File: config.mk
export PLATFORM = sky130hd
export DESIGN_NAME = ai_ram_port_arbiter
export DESIGN_NICKNAME = d
export VERILOG_FILES = /design/src/rtl/ai_ram_pkg.sv /design/src/rtl/ai_ram_wr_fifo.sv /design/src/rtl/ai_ram_port_arbiter.sv
export SDC_FILE = /design/constraint.sdc
export NUM_CORES = 1
export LEC_CHECK = 0
export ABC_CLOCK_PERIOD_IN_PS = 3920
export CAP_MARGIN = 20
export CORE_MARGIN = 1
export CORE_UTILIZATION = 30
export DETAILED_ROUTE_END_ITERATION = 16
export SYNTH_ARGS = -nofsm -noshare
export SYNTH_HDL_FRONTEND = slang
export SYNTH_SLANG_ARGS = --single-unit
export TNS_END_PERCENT = 20
File: constraint.sdc
create_clock -name clk -period 3.92 [get_ports clk]
set_input_delay 0.784 -clock clk [delete_from_list [all_inputs] [get_ports clk]]
set_output_delay 0.784 -clock clk [all_outputs]
set_load 0.1 [all_outputs]
File: src/rtl/ai_ram_pkg.sv
// Shared types and defaults for the AI weight/feature RAM port.
// Latency: n/a (declarations only).
// Backpressure: n/a.
package ai_ram_pkg;

   localparam int AI_RAM_ADDR_W = 14;
   localparam int AI_RAM_RD_LAT = 1;

   typedef logic [31:0] ai_ram_word_t;
   typedef logic [3:0]  ai_ram_be_t;

   // Owner of the RAM port for the current cycle
   typedef enum logic [1:0] {
      SLOT_IDLE   = 2'd0,
      SLOT_LOADER = 2'd1,
      SLOT_ENGINE = 2'd2
   } slot_e;

endpackage

File: src/rtl/ai_ram_wr_fifo.sv
// Loader write buffer: synchronous FIFO of {addr, data} entries.
// Latency: a pushed entry is visible at the head one cycle after the push.
// Backpressure: none; a push while full with no pop in the same cycle is dropped.
module ai_ram_wr_fifo
   import ai_ram_pkg::*;
#(
   parameter int DEPTH = 2,
   parameter int W     = AI_RAM_ADDR_W + 32,
   parameter int CNT_W = $clog2(DEPTH) + 1
) (
   input  logic             clk,
   input  logic             rst,
   input  logic             push,
   input  logic [W-1:0]     push_data,
   input  logic             pop,
   output logic [W-1:0]     pop_data,
   output logic             empty,
   output logic             full,
   output logic [CNT_W-1:0] count
);

   localparam int PW = $clog2(DEPTH);

   logic [W-1:0]  mem [DEPTH];
   logic [PW-1:0] wr_ptr;
   logic [PW-1:0] rd_ptr;
   logic          wr_en;
   logic          rd_en;

   assign empty    = (count == '0);
   assign full     = (count == CNT_W'(DEPTH));
   assign rd_en    = pop && !empty;
   // A full FIFO still accepts a push when the head leaves in the same cycle
   assign wr_en    = push && (!full || rd_en);
   assign pop_data = mem[rd_ptr];

   // Storage array; no reset needed since count gates what is visible
   always_ff @(posedge clk) begin
      if (wr_en) begin
         mem[wr_ptr] <= push_data;
      end
   end

   // Pointers and occupancy
   always_ff @(posedge clk) begin
      if (rst) begin
         wr_ptr <= '0;
         rd_ptr <= '0;
         count  <= '0;
      end else begin
         if (wr_en) begin
            wr_ptr <= wr_ptr + PW'(1);
         end
         if (rd_en) begin
            rd_ptr <= rd_ptr + PW'(1);
         end
         count <= count + CNT_W'(wr_en) - CNT_W'(rd_en);
      end
   end

endmodule

File: src/rtl/ai_ram_port_arbiter.sv
// Shares the AI RAM port: buffered loader writes at fixed priority, engine req/gnt otherwise.
// Latency: loader write on RAM 2 cycles after ld_write; engine access 1 cycle after gnt; read data RD_LAT+1 after gnt.
// Backpressure: loader is never stalled (overflow is flagged sticky); engine waits for eng_gnt.
module ai_ram_port_arbiter
   import ai_ram_pkg::*;
#(
   parameter int ADDR_W     = AI_RAM_ADDR_W,
   parameter int RD_LAT     = AI_RAM_RD_LAT,
   parameter int FIFO_DEPTH = 2
) (
   input  logic              clk,
   input  logic              rst,
   input  logic              ld_write,
   input  logic [ADDR_W-1:0] ld_addr,
   input  logic [31:0]       ld_data,
   input  logic              eng_req,
   input  logic              eng_we,
   input  logic [ADDR_W-1:0] eng_addr,
   input  logic [31:0]       eng_wdata,
   input  logic [3:0]        eng_be,
   output logic              eng_gnt,
   output logic              eng_rvalid,
   output logic [31:0]       eng_rdata,
   output logic [ADDR_W-1:0] ram_addr,
   output logic              ram_we,
   output logic [3:0]        ram_be,
   output logic [31:0]       ram_wdata,
   input  logic [31:0]       ram_rdata,
   output logic              busy,
   output logic              ld_overflow
);

   localparam int FW    = ADDR_W + 32;
   localparam int CNT_W = $clog2(FIFO_DEPTH) + 1;

   logic [FW-1:0]    head;
   logic             fifo_empty;
   logic             fifo_full;
   logic [CNT_W-1:0] fifo_count;
   logic [CNT_W-1:0] count_nxt;
   logic             pop;
   logic             push_ok;
   logic             overflow_evt;
   slot_e            slot;
   logic             gnt_rd;
   logic [RD_LAT:0]  rd_sr;
   logic [RD_LAT:0]  rd_sr_nxt;

   // The head is drained whenever there is one; this is what gives the loader priority
   assign pop          = !fifo_empty;
   assign push_ok      = ld_write && (!fifo_full || pop);
   assign overflow_evt = ld_write && fifo_full && !pop;

   ai_ram_wr_fifo #(
      .DEPTH (FIFO_DEPTH),
      .W     (FW),
      .CNT_W (CNT_W)
   ) u_wr_fifo (
      .clk       (clk),
      .rst       (rst),
      .push      (ld_write),
      .push_data ({ld_addr, ld_data}),
      .pop       (pop),
      .pop_data  (head),
      .empty     (fifo_empty),
      .full      (fifo_full),
      .count     (fifo_count)
   );

   // Slot owner: loader head first, engine only once the buffer is empty
   always_comb begin
      slot = SLOT_IDLE;
      if (pop) begin
         slot = SLOT_LOADER;
      end else if (eng_req && fifo_empty && !rst) begin
         slot = SLOT_ENGINE;
      end
   end

   assign eng_gnt = (slot == SLOT_ENGINE);
   assign gnt_rd  = eng_gnt && !eng_we;

   // Next state of the read tracker and of the buffer occupancy, used for busy
   always_comb begin
      rd_sr_nxt = {rd_sr[RD_LAT-1:0], gnt_rd};
      count_nxt = fifo_count + CNT_W'(push_ok) - CNT_W'(pop);
   end

   // RAM command registers; idle cycles keep address/data/enables stable
   always_ff @(posedge clk) begin
      if (rst) begin
         ram_addr  <= '0;
         ram_we    <= 1'b0;
         ram_be    <= '0;
         ram_wdata <= '0;
      end else begin
         case (slot)
            SLOT_LOADER: begin
               ram_we    <= 1'b1;
               ram_addr  <= head[FW-1:32];
               ram_wdata <= head[31:0];
               ram_be    <= 4'hF;
            end
            SLOT_ENGINE: begin
               ram_we    <= eng_we;
               ram_addr  <= eng_addr;
               ram_wdata <= eng_wdata;
               ram_be    <= eng_we ? eng_be : 4'h0;
            end
            default: begin
               ram_we    <= 1'b0;
            end
         endcase
      end
   end

   // Read tracker, status and sticky overflow flag
   always_ff @(posedge clk) begin
      if (rst) begin
         rd_sr       <= '0;
         busy        <= 1'b0;
         ld_overflow <= 1'b0;
      end else begin
         rd_sr <= rd_sr_nxt;
         busy  <= (count_nxt != '0) || (rd_sr_nxt != '0);
         if (overflow_evt) begin
            ld_overflow <= 1'b1;
         end
      end
   end

   assign eng_rvalid = rd_sr[RD_LAT];
   assign eng_rdata  = rd_sr[RD_LAT] ? ram_rdata : 32'h0;

endmodule
==> summary.txt <==
Power
  – Sequential Power Share: 0.426
  – Logic gate share of total power: 0.191
  – Leakage Power: between 3 and 4 nW
  – Int Power: ~3.2 mW
  – Switch share: 0.276
  – Max rail drop VDD: about 0.28 mV
  – Clk pwr share: 0.383
  – Total power: 4.39 mW
  – Switch Pwr: around 1.2 mW
  – Pwr dens: 489 nW/µm²

Place
  – DP Area: between 8000 and 9000 µm²
  – Port Buf Inserts: about 220
  – GPL Wtd Cong: between 0.6 and 0.7
  – Hpwl dp: between 10 and 15 mm
  – Inst Count DP: 846

Clock network
  – Clock slew at reported path FFs: approximately 0.060 ns
  – Clock sink count: 152
  – Clock latency at the later pin of the worst-skew pair: roughly 0.4 ns
  – Inserted Clock Buffers: 17
  – Post-CTS sizing: 0
  – H-tree Lvls: 4
  – CTS root buf: clkbuf_16
  – Bufs on Longest Clock Path: 2
  – Hold buffer count at CTS: 0
  – CTS tree: built
  – Setup repair bufs after CTS: 0

Logic synthesis
  – Ranking of synthesized cells by area: edfxtp_1 46%, dfxtp_1 20%, mux2i_1 15%
  – Gate Count Post-Synth: between 300 and 400
  – Mapped Area: 6000 µm²
  – Avg Cell Area, Syn: around 16 µm²
  – Largest area contributor in the netlist: edfxtp_1
  – Post-synth top cells: 92 x edfxtp_1, 92 x mux2i_1, 60 x dfxtp_1
  – Synth unique cells: 26
  – Synth Flop Type: edfxtp_1
  – Flip-flop and latch count after synthesis: 152
  – Synth top area share: 0.460
  – Seq/Total Area, Yosys: 0.661
  – Post-synth ARST share: 0
  – Syn. warnings: 0
  – Syn_nets: approximately 520
  – Number of synthesized flops with an enable pin: about 90

Drt
  – Initial DRC Count: approximately 160
  – Highest metal used: met4
  – Via count of the routed design: roughly 3,900
  – Met3 Wirelength: 1.18 mm
  – DRT Pass-1 Iters: 4
  – Routed wire length: 14.4 mm
  – WL met1: roughly 5.4 mm
  – Met2 wire len: about 7.6 mm
  – Antenna-violating nets left: 0
  – Avg Vias per Cell: 4.45
  – WL/cell: 16.4 µm
  – DRC: 0

Worst setup path
  – Worst setup SP type: input pin
  – Setup crit end kind: output pin
  – Crit path kind: in -> out
  – CP required: about 3.1 ns
  – CP max FO: 16
  – CP arrival: 2.23 ns

Timing
  – Setup_tns: 0 ns
  – Slew HR: 0.329
  – Max Fclk: around 330 MHz
  – Min Tclk post-route: 3.01 ns
  – Crit share post-route: 0.768
  – RSZ-0062 raised after global routing: no
  – Worst Skew: around 0.0064 ns
  – Least-Margin Pin Slew: approximately 1.0 ns
  – Final setup violation count: 0
  – Hold Violations, Final: 0
  – Slew Limit Fails: 0
  – Worst hold margin: 0.466 ns

GRT
  – Largest net degree at the start of global routing: between 50 and 60
  – First-pass GRT wire length: approximately 21 mm
  – Initial antenna violation count: 0
  – Gr usage total: 0.141
  – Total grt overflow: 0
  – Vias in the first global route: between 4,000 and 5,000

Final layout
  – NumNets Final: about 730
  – Fin area: around 9000 µm²
  – Ratio of cells with drive above 1 in the final layout: 0.189
  – Area added between synthesis and finish: 49.6%
  – N_diodes: 0
  – Fin cells: approximately 880

Floorplan
  – Die X: about 140 µm
  – Die H: approximately 140 µm
  – Starting density of the core: 0.307
  – Core ar.: about 20,000 µm²
  – Num rows: between 50 and 60
  – Die area: around 21,000 µm²
  – IO Pins: 220

Flow run
  – Max_cap viols: 0

Outcome
  – Status: finished clean

Hold path
  – Min-delay worst type: reg -> reg
-- through the flow --
stage,util,setup WS [ns]
floorplan,-,0.635
global placement,0.428,0.915
detailed placement,0.428,0.867
CTS,0.460,0.925
global route,0.460,0.843
finish,0.460,0.911
-- final cells by class --
type | count | area, µm²
clock buffers | 19 | 433
repair buffers | 224 | 2180
multi-input cells | 205 | 1880
flip-flops and latches | 152 | 3970
clock inverters | 13 | 178
fillers | 1780 | 10600
well taps | 265 | 332
-- state kept, by name, indices dropped and copies added, names as in the netlist, named ones only --
name              cells
u_wr_fifo.mem        92
ram_addr             14
ram_we                1
rd_sr                 2
u_wr_fifo.rd_ptr      1
ram_be                4
u_wr_fifo.wr_ptr      1
ram_wdata            32
u_wr_fifo.count       2
ld_overflow           1
busy                  1
-- layout by cell type (no fill, tap or decap), types with 3 or more instances in the layout --
master / synthesis / layout
nor2b_1: 5 / 4
a31oi_1: 4 / 4
and2_1: 33 / 32
buf_4: 4 / 37
nand3_1: 4 / 4
o22ai_1: 6 / 6
nand2b_1: 4 / 4
buf_12: 0 / 3
edfxtp_1: 92 / 92
clkdlybuf4s50_1: 0 / 184
clkinv_2: 0 / 4
clkbuf_16: 0 / 17
bufinv_16: 0 / 4
mux2i_1: 92 / 92
o22ai_2: 40 / 40
dfxtp_1: 60 / 59
nor2_1: 5 / 5
-- final timing paths --
kind / slack, ns / depth (start not counted) / from / end
worst max-delay path: 0.91 / 3 / rst / eng_gnt
worst min-delay path: 0.47 / 1 / rd_sr[0] / rd_sr[1]
worst max register to register: 2.07 / 3 / u_wr_fifo.count[0] / ram_wdata[19]
worst min register to register: 0.47 / 1 / rd_sr[0] / rd_sr[1]
-- power groups by stage --
stage,Clock (mW),Combinational (mW),Sequential (mW)
2_1_floorplan,0,0.260,2.20
3_3_place_gp,0,0.837,1.90
3_5_place_dp,0,0.847,1.90
4_1_cts,1.72,0.849,1.87
5_1_grt,1.79,0.875,1.88
6_report,1.68,0.839,1.87
-- critical path, cell delays in order --
cell	delay, ns
clkdlybuf4s50_1	0.68
nor4b_2	0.40
buf_4	0.36
-- cell families after synthesis --
logic type	synth area share
flops	0.661
mux	0.153
simple gates	0.0576
compound gates	0.0959
buf+inv	0.0279
xor+xnor	0.00438
-- layer usage --
metal	track usage	vias to the layer above
met1	0.144	1859
met4	0.0498	0
met3	0.0467	11
met2	0.265	155
met5	0	-
li1	-	1884
Power figures use the tool's default switching activity.
